--- src/rtl/vga_pkg.sv ---
`default_nettype none
// ============================================================================
// Module   : vga_pkg
// Purpose  : Shared 640x480 VGA timing defaults and rgb333 pixel format.
// Revision : 1.0 - initial release
// ============================================================================
package vga_pkg;

    localparam int C_H_ACTIVE = 640;
    localparam int C_H_FP     = 16;
    localparam int C_H_SYNC   = 96;
    localparam int C_H_BP     = 48;
    localparam int C_V_ACTIVE = 480;
    localparam int C_V_FP     = 10;
    localparam int C_V_SYNC   = 2;
    localparam int C_V_BP     = 33;

    localparam int C_H_TOTAL  = C_H_ACTIVE + C_H_FP + C_H_SYNC + C_H_BP;
    localparam int C_V_TOTAL  = C_V_ACTIVE + C_V_FP + C_V_SYNC + C_V_BP;

    localparam int C_RGB_W       = 9;
    localparam int C_RGB_FIELD_W = 3;
    localparam int C_RGB_R_LSB   = 6;
    localparam int C_RGB_G_LSB   = 3;
    localparam int C_RGB_B_LSB   = 0;

    typedef logic [C_RGB_W-1:0] rgb333_t;

endpackage
`default_nettype wire

--- src/rtl/vga_timing_gen.sv ---
`default_nettype none
// ============================================================================
// Module   : vga_timing_gen
// Purpose  : Pixel/line counters with raw sync, active-area and frame flags.
// Revision : 1.0 - initial release
// ============================================================================
module vga_timing_gen
    import vga_pkg::*;
#(
    parameter int H_ACTIVE = C_H_ACTIVE,
    parameter int H_FP     = C_H_FP,
    parameter int H_SYNC   = C_H_SYNC,
    parameter int H_BP     = C_H_BP,
    parameter int V_ACTIVE = C_V_ACTIVE,
    parameter int V_FP     = C_V_FP,
    parameter int V_SYNC   = C_V_SYNC,
    parameter int V_BP     = C_V_BP,
    parameter int H_CNT_W  = 10,
    parameter int V_CNT_W  = 10
) (
    input  logic               clk,
    input  logic               rst_n,
    output logic [H_CNT_W-1:0] o_h_cnt,
    output logic [V_CNT_W-1:0] o_v_cnt,
    output logic               o_active,
    output logic               o_hsync_raw,
    output logic               o_vsync_raw,
    output logic               o_frame_start
);

    localparam int C_HT = H_ACTIVE + H_FP + H_SYNC + H_BP;
    localparam int C_VT = V_ACTIVE + V_FP + V_SYNC + V_BP;

    localparam logic [H_CNT_W-1:0] C_H_LAST     = H_CNT_W'(C_HT - 1);
    localparam logic [H_CNT_W-1:0] C_H_ACT      = H_CNT_W'(H_ACTIVE);
    localparam logic [H_CNT_W-1:0] C_HS_START   = H_CNT_W'(H_ACTIVE + H_FP);
    localparam logic [H_CNT_W-1:0] C_HS_END     = H_CNT_W'(H_ACTIVE + H_FP + H_SYNC);
    localparam logic [V_CNT_W-1:0] C_V_LAST     = V_CNT_W'(C_VT - 1);
    localparam logic [V_CNT_W-1:0] C_V_ACT      = V_CNT_W'(V_ACTIVE);
    localparam logic [V_CNT_W-1:0] C_VS_START   = V_CNT_W'(V_ACTIVE + V_FP);
    localparam logic [V_CNT_W-1:0] C_VS_END     = V_CNT_W'(V_ACTIVE + V_FP + V_SYNC);

    logic [H_CNT_W-1:0] r_h_cnt;
    logic [V_CNT_W-1:0] r_v_cnt;
    logic               w_h_last;
    logic               w_v_last;

    assign w_h_last = (r_h_cnt == C_H_LAST);
    assign w_v_last = (r_v_cnt == C_V_LAST);

    always_ff @(posedge clk or negedge rst_n) begin
        if (!rst_n) begin
            r_h_cnt <= '0;
            r_v_cnt <= '0;
        end else if (w_h_last) begin
            r_h_cnt <= '0;
            r_v_cnt <= w_v_last ? '0 : r_v_cnt + 1'b1;
        end else begin
            r_h_cnt <= r_h_cnt + 1'b1;
        end
    end

    assign o_h_cnt       = r_h_cnt;
    assign o_v_cnt       = r_v_cnt;
    assign o_active      = (r_h_cnt < C_H_ACT) && (r_v_cnt < C_V_ACT);
    assign o_hsync_raw   = (r_h_cnt >= C_HS_START) && (r_h_cnt < C_HS_END);
    assign o_vsync_raw   = (r_v_cnt >= C_VS_START) && (r_v_cnt < C_VS_END);
    assign o_frame_start = (r_h_cnt == '0) && (r_v_cnt == '0);

endmodule
`default_nettype wire

--- src/rtl/vga_sprite_engine.sv ---
`default_nettype none
// ============================================================================
// Module   : vga_sprite_engine
// Purpose  : VGA scan-out with NUM_SPRITES rectangular sprites over a
//            background; optional sprite-0 collision mask under the macro
//            VGA_SPRITE_COLLISION_EN.
// Revision : 1.0 - initial release
// ============================================================================
module vga_sprite_engine
    import vga_pkg::*;
#(
    parameter int H_ACTIVE         = C_H_ACTIVE,
    parameter int H_FP             = C_H_FP,
    parameter int H_SYNC           = C_H_SYNC,
    parameter int H_BP             = C_H_BP,
    parameter int V_ACTIVE         = C_V_ACTIVE,
    parameter int V_FP             = C_V_FP,
    parameter int V_SYNC           = C_V_SYNC,
    parameter int V_BP             = C_V_BP,
    parameter int SYNC_ACTIVE_HIGH = 1,
    parameter int NUM_SPRITES      = 8,
    parameter int SPRITE_SIZE      = 32,
    parameter int COORD_W          = 10
) (
    input  logic                           clk,
    input  logic                           rst_n,
    input  logic [NUM_SPRITES*COORD_W-1:0] sprite_x,
    input  logic [NUM_SPRITES*COORD_W-1:0] sprite_y,
    input  logic [NUM_SPRITES-1:0]         sprite_en,
    input  logic [NUM_SPRITES*9-1:0]       sprite_rgb,
    input  logic [8:0]                     bg_rgb,
    output logic [2:0]                     red,
    output logic [2:0]                     green,
    output logic [2:0]                     blue,
    output logic                           hsync,
    output logic                           vsync,
    output logic                           frame_start,
    output logic [NUM_SPRITES-1:0]         collision_mask,
    output logic                           collision
);

    localparam int   C_HT        = H_ACTIVE + H_FP + H_SYNC + H_BP;
    localparam int   C_VT        = V_ACTIVE + V_FP + V_SYNC + V_BP;
    localparam int   C_H_CNT_W   = $clog2(C_HT + 1);
    localparam int   C_V_CNT_W   = $clog2(C_VT + 1);
    localparam int   C_CNT_MAX_W = (C_H_CNT_W > C_V_CNT_W) ? C_H_CNT_W : C_V_CNT_W;
    localparam int   C_CMP_W     = ((C_CNT_MAX_W > COORD_W) ? C_CNT_MAX_W : COORD_W) + 1;
    localparam logic C_SYNC_IDLE = (SYNC_ACTIVE_HIGH != 0) ? 1'b0 : 1'b1;

    logic [C_H_CNT_W-1:0] w_h_cnt;
    logic [C_V_CNT_W-1:0] w_v_cnt;
    logic                 w_active;
    logic                 w_hsync_raw;
    logic                 w_vsync_raw;
    logic                 w_frame_start;

    vga_timing_gen #(
        .H_ACTIVE (H_ACTIVE),
        .H_FP     (H_FP),
        .H_SYNC   (H_SYNC),
        .H_BP     (H_BP),
        .V_ACTIVE (V_ACTIVE),
        .V_FP     (V_FP),
        .V_SYNC   (V_SYNC),
        .V_BP     (V_BP),
        .H_CNT_W  (C_H_CNT_W),
        .V_CNT_W  (C_V_CNT_W)
    ) u_timing (
        .clk           (clk),
        .rst_n         (rst_n),
        .o_h_cnt       (w_h_cnt),
        .o_v_cnt       (w_v_cnt),
        .o_active      (w_active),
        .o_hsync_raw   (w_hsync_raw),
        .o_vsync_raw   (w_vsync_raw),
        .o_frame_start (w_frame_start)
    );

    logic [NUM_SPRITES*COORD_W-1:0] r_sh_x;
    logic [NUM_SPRITES*COORD_W-1:0] r_sh_y;
    logic [NUM_SPRITES-1:0]         r_sh_en;
    logic [NUM_SPRITES*C_RGB_W-1:0] r_sh_rgb;

    always_ff @(posedge clk or negedge rst_n) begin
        if (!rst_n) begin
            r_sh_x   <= '0;
            r_sh_y   <= '0;
            r_sh_en  <= '0;
            r_sh_rgb <= '0;
        end else if (w_frame_start) begin
            r_sh_x   <= sprite_x;
            r_sh_y   <= sprite_y;
            r_sh_en  <= sprite_en;
            r_sh_rgb <= sprite_rgb;
        end
    end

    // Pixel (0,0) is tested against the values being captured, so the whole
    // frame is drawn from a single snapshot.
    logic [NUM_SPRITES*COORD_W-1:0] w_cur_x;
    logic [NUM_SPRITES*COORD_W-1:0] w_cur_y;
    logic [NUM_SPRITES-1:0]         w_cur_en;

    assign w_cur_x  = w_frame_start ? sprite_x  : r_sh_x;
    assign w_cur_y  = w_frame_start ? sprite_y  : r_sh_y;
    assign w_cur_en = w_frame_start ? sprite_en : r_sh_en;

    logic [C_CMP_W-1:0]     w_h_ext;
    logic [C_CMP_W-1:0]     w_v_ext;
    logic [NUM_SPRITES-1:0] w_hit;

    assign w_h_ext = C_CMP_W'(w_h_cnt);
    assign w_v_ext = C_CMP_W'(w_v_cnt);

    generate
        for (genvar gi = 0; gi < NUM_SPRITES; gi++) begin : g_hit
            logic [C_CMP_W-1:0] w_x0;
            logic [C_CMP_W-1:0] w_y0;
            logic [C_CMP_W-1:0] w_x1;
            logic [C_CMP_W-1:0] w_y1;

            // Widened so that x + SPRITE_SIZE cannot wrap back to the left edge.
            assign w_x0 = C_CMP_W'(w_cur_x[gi*COORD_W +: COORD_W]);
            assign w_y0 = C_CMP_W'(w_cur_y[gi*COORD_W +: COORD_W]);
            assign w_x1 = w_x0 + C_CMP_W'(SPRITE_SIZE);
            assign w_y1 = w_y0 + C_CMP_W'(SPRITE_SIZE);

            assign w_hit[gi] = w_cur_en[gi]
                             && (w_h_ext >= w_x0) && (w_h_ext < w_x1)
                             && (w_v_ext >= w_y0) && (w_v_ext < w_y1);
        end
    endgenerate

    logic [NUM_SPRITES-1:0] r_s1_hit;
    logic                   r_s1_active;
    logic                   r_s1_hsync;
    logic                   r_s1_vsync;
    logic                   r_s1_fs;

    always_ff @(posedge clk or negedge rst_n) begin
        if (!rst_n) begin
            r_s1_hit    <= '0;
            r_s1_active <= 1'b0;
            r_s1_hsync  <= 1'b0;
            r_s1_vsync  <= 1'b0;
            r_s1_fs     <= 1'b0;
        end else begin
            r_s1_hit    <= w_hit;
            r_s1_active <= w_active;
            r_s1_hsync  <= w_hsync_raw;
            r_s1_vsync  <= w_vsync_raw;
            r_s1_fs     <= w_frame_start;
        end
    end

    rgb333_t w_pix;

    // Later iterations overwrite earlier ones: highest-index sprite on top.
    always_comb begin
        w_pix = bg_rgb;
        for (int i = 0; i < NUM_SPRITES; i++) begin
            if (r_s1_hit[i]) begin
                w_pix = r_sh_rgb[i*C_RGB_W +: C_RGB_W];
            end
        end
    end

    always_ff @(posedge clk or negedge rst_n) begin
        if (!rst_n) begin
            red         <= '0;
            green       <= '0;
            blue        <= '0;
            hsync       <= C_SYNC_IDLE;
            vsync       <= C_SYNC_IDLE;
            frame_start <= 1'b0;
        end else begin
            red         <= r_s1_active ? w_pix[C_RGB_R_LSB +: C_RGB_FIELD_W] : '0;
            green       <= r_s1_active ? w_pix[C_RGB_G_LSB +: C_RGB_FIELD_W] : '0;
            blue        <= r_s1_active ? w_pix[C_RGB_B_LSB +: C_RGB_FIELD_W] : '0;
            hsync       <= r_s1_hsync ^ C_SYNC_IDLE;
            vsync       <= r_s1_vsync ^ C_SYNC_IDLE;
            frame_start <= r_s1_fs;
        end
    end

`ifdef VGA_SPRITE_COLLISION_EN
    localparam logic [C_H_CNT_W-1:0] C_H_LAST = C_H_CNT_W'(C_HT - 1);
    localparam logic [C_V_CNT_W-1:0] C_V_LAST = C_V_CNT_W'(C_VT - 1);

    logic                   w_last_pixel;
    logic [NUM_SPRITES-1:0] w_overlap;
    logic [NUM_SPRITES-1:0] w_coll_next;
    logic [NUM_SPRITES-1:0] r_coll_acc;
    logic [NUM_SPRITES-1:0] r_coll_mask;
    logic                   r_coll;

    assign w_last_pixel = (w_h_cnt == C_H_LAST) && (w_v_cnt == C_V_LAST);

    always_comb begin
        w_overlap = '0;
        for (int i = 1; i < NUM_SPRITES; i++) begin
            w_overlap[i] = w_active && w_hit[0] && w_hit[i];
        end
        w_coll_next = r_coll_acc | w_overlap;
    end

    always_ff @(posedge clk or negedge rst_n) begin
        if (!rst_n) begin
            r_coll_acc  <= '0;
            r_coll_mask <= '0;
            r_coll      <= 1'b0;
        end else if (w_last_pixel) begin
            r_coll_mask <= w_coll_next;
            r_coll      <= |w_coll_next;
            r_coll_acc  <= '0;
        end else begin
            r_coll_acc  <= w_coll_next;
        end
    end

    assign collision_mask = r_coll_mask;
    assign collision      = r_coll;
`else
    assign collision_mask = '0;
    assign collision      = 1'b0;
`endif

endmodule
`default_nettype wire

--- config.mk ---
export PLATFORM = sky130hd
export DESIGN_NAME = vga_sprite_engine
export DESIGN_NICKNAME = d
export VERILOG_FILES = /design/src/rtl/vga_pkg.sv /design/src/rtl/vga_timing_gen.sv /design/src/rtl/vga_sprite_engine.sv
export SDC_FILE = /design/constraint.sdc
export NUM_CORES = 1
export LEC_CHECK = 0
export BUFFER_PORTS_ARGS = -buffer_cell sky130_fd_sc_hd__buf_2
export CAP_MARGIN = 30
export CORE_MARGIN = 5
export CORE_UTILIZATION = 45
export DETAILED_ROUTE_END_ITERATION = 7
export MAX_ROUTING_LAYER = met4
export PLACE_DENSITY = 0.65
export SKIP_LAST_GASP = 1
export SLEW_MARGIN = 25
export SYNTH_ARGS = -nofsm -noshare
export SYNTH_HDL_FRONTEND = slang
export SYNTH_HIERARCHICAL = 1
export SYNTH_SLANG_ARGS = --single-unit
--- constraint.sdc ---
create_clock -name clk -period 12.3 [get_ports clk]
set_clock_uncertainty 0.1 [all_clocks]
set_input_delay 0.615 -clock clk [delete_from_list [all_inputs] [get_ports clk]]
set_output_delay 0.615 -clock clk [all_outputs]
set_load 0.02 [all_outputs]
==> results.tsv <==
metric	value	unit
status	finished clean	
crit end category	flop	
CTS tree	yes	
Placed Area	20120	um2
Peak Freq	0.1861	GHz
buffer count from post-CTS setup fixing	0	
Max-Cap Viols	0	
vias in the first global route	14410	
Total Wirelength	49970	um
Max Slew Vio Count	0	
CP max stage cell	dfrtp_1	
commonest non-fill, non-tap cell in the layout	dfrtp_1	
PD cells	105.0	nW/um2
final setup violating endpoints	0	
EDFF count, synth	0	
TNS Setup	0	ps
I/O Pins	272	
Leak	10.41	nW
Port Buffers	262	
Area Overhead vs Synth	15.74	%
clock latency on the worst-skew pair	540	ps
largest net degree at the start of global routing	162	
Crit Path Category	reg -> reg	
GP Congestion	0.8555	
Vias per Instance	5.471	
DRT antenna net count	0	
RSZ-0062 raised after global routing	no	
Max clock buf depth	3	
Fin. Hold Viols	0	
FILL cells	3647	
GRT Total Usage	0.2264	
Yosys cell types	84	
Post-Syn Instances	1706	
Residual DRC	0	
CTS sink count	284	
most frequent cells in the layout	dfrtp_1, buf_2, ha_1	
first-pass GRT wire length	77800	um
register area share after synthesis	0.3869	
Worst-path clk slew	60	ps
Design Area, Final	21260	um2
FF+latch count, synth	284	
TritonCTS Buffers	35	
detailed-placement wirelength estimate	35960	um
initial core utilization	0.4519	
period utilization	0.4369	
Buf/Inv on CP	4	
Cell Area, Synth	18370	um2
critical path's top delay family	simple AND/OR/NAND/NOR gates	
DR iter-0 viols	889	
CTS Hold Bufs	0	
WL per Instance	19.72	um
Worst Path Max Fanout	161	
root buffer cell	clkbuf_16	
Ys Warns	6	
fraction of registers with async set or reset after synthesis	1.000	
Crit path arrival time	5710	ps
die area	44950	um2
Final nets	2487	
antenna violations before repair	3	
Slew Limit Headroom	0.3318	
layout cells sized above 1	0.2352	
ys flop type	dfrtp_1	
worst r2r src	u_timing/o_v_cnt[1]	
# rows	74	
Crit path largest cell delay	680	ps
startpoint types	flop	
die height	212.0	um
maximum vdd drop	0.06888	mV
Hold/Removal Path Class	in -> async	
Synth area leaders	dfrtp_1, ha_1, mux2i_1, mux2_2, inv_1	
Die X	212.0	um
Post-CTS Resized	0	
crit path cell chain	inv_1 -> ha_1 -> nor3b_1 -> nor4b_2 -> buf_12 -> mux2i_1 -> inv_1 -> ha_1 -> inv_1 -> ha_1 -> and3_1 -> a221oi_1 -> a21oi_1 -> a211o_1 -> a2111oi_2	
min Tclk post-route	5374	ps
CP startpoint	u_timing/o_v_cnt[1]	
first drt pass iteration count	7	
Avg Inst Size Synth	10.77	um2
Core ar.	40650	um2
area share of the largest cell type after synthesis	0.3869	
total gr overflow	0	
worst slew pin tran	1002	ps
Yosys top cell by area	dfrtp_1	
H-tree levels	2	
Via Count	13860	
Worst EP required	12630	ps
[metal layers]
| metal | wire (um) | GRT usage | part of all wire | vias to the layer above |
|---|---|---|---|---|
| met5 | 0 | - | 0 | - |
| met2 | 22820 | 0.3536 | 0.46 | 347 |
| met4 | 1650 | 0.07552 | 0.033 | 0 |
| li1 | - | - | - | 6670 |
| met3 | 3089 | 0.04530 | 0.062 | 104 |
| met1 | 22400 | 0.2975 | 0.45 | 6742 |
[per-stage QoR]
stage	hold slack [ps]	power [mW]	util	instances	worst slack, ps
floorplan	219.4	1.142	-	1714	7820
global placement	233.8	1.242	0.4949	2469	7074
detailed placement	241.1	1.251	0.4949	2469	6928
CTS	24.51	2.263	0.5216	2528	6918
global route	59.90	2.339	0.5229	2533	6478
finish	5.158	2.232	0.5230	2534	6926
[Yosys cell counts (all sizes together) (10+ instances only)]
cell and number:
a211oi 21, nand4 13, a21o 24, nor2 22, clkbuf 10, nand2b 12
o211ai 10, and3 19, nand3 49, a31oi 14, nand2 46, ha 260
o21a 14, mux2 101, xor2 19, a21oi 111, xnor2 37, nor2b 23
mux2i 142, buf 44, o21ai 105, nor3 20, inv 195, a211o 12
a221oi 14, a2111oi 15, dfrtp 284
[area by class of cell]
type | count | area [um2] | area share
flip-flops and latches | 284 | 7107 | 0.3343
multi-input cells | 1180 | 10150 | 0.4775
diodes | 4 | 10.01 | 0.0004709
inverters | 196 | 735.7 | 0.03461
well taps | 532 | 665.6 | 0.03131
repair buffers | 279 | 1506 | 0.07086
clock inverters | 7 | 63.81 | 0.003002
clock buffers | 52 | 1020 | 0.04797
[where the power goes]
group,total [mW],switching (mW),internal [mW]
clock,0.998,0.407,0.592
combinational,0.243,0.137,0.107
sequential,0.990,0.0144,0.976
[flip-flops by register name, summed over array words and instances, names as in the netlist, 8 cells and up]
name / flops
u_timing/o_h_cnt: 10
u_timing/o_v_cnt: 10
r_sh_x: 80
r_sh_rgb: 72
r_sh_y: 80
r_s1_hit: 8
r_sh_en: 8
[final timing paths]
kind / slack, ps / endpoint / cells after the start
min in group clk: 210 / r_sh_rgb[0] / 2
max in group asynchronous: 10090 / r_sh_x[22] / 4
worst min register to register: 250 / hsync / 0
worst min-delay path: 5 / r_sh_rgb[0] / 1
worst max register to register: 6930 / r_s1_hit[4] / 15
worst max-delay path: 6930 / r_s1_hit[4] / 15
[kinds of logic (layout without fill, tap and decap cells)]
group                      count (synthesis)  count (layout)  share of synthesized area
xor gates and xnor gates                  56              56                    0.02670
DFF                                      284             284                     0.3869
muxes                                    243             243                     0.1408
other                                      1              13                  0.0002042
AOI/OAI and AO/OA                        374             374                     0.1298
buffers and inverters                    250             534                    0.06240
and+or+nand+nor                          238             238                    0.07603
adders and majority gates                260             260                     0.1771
No activity file was read; power rests on OpenSTA's default activity.
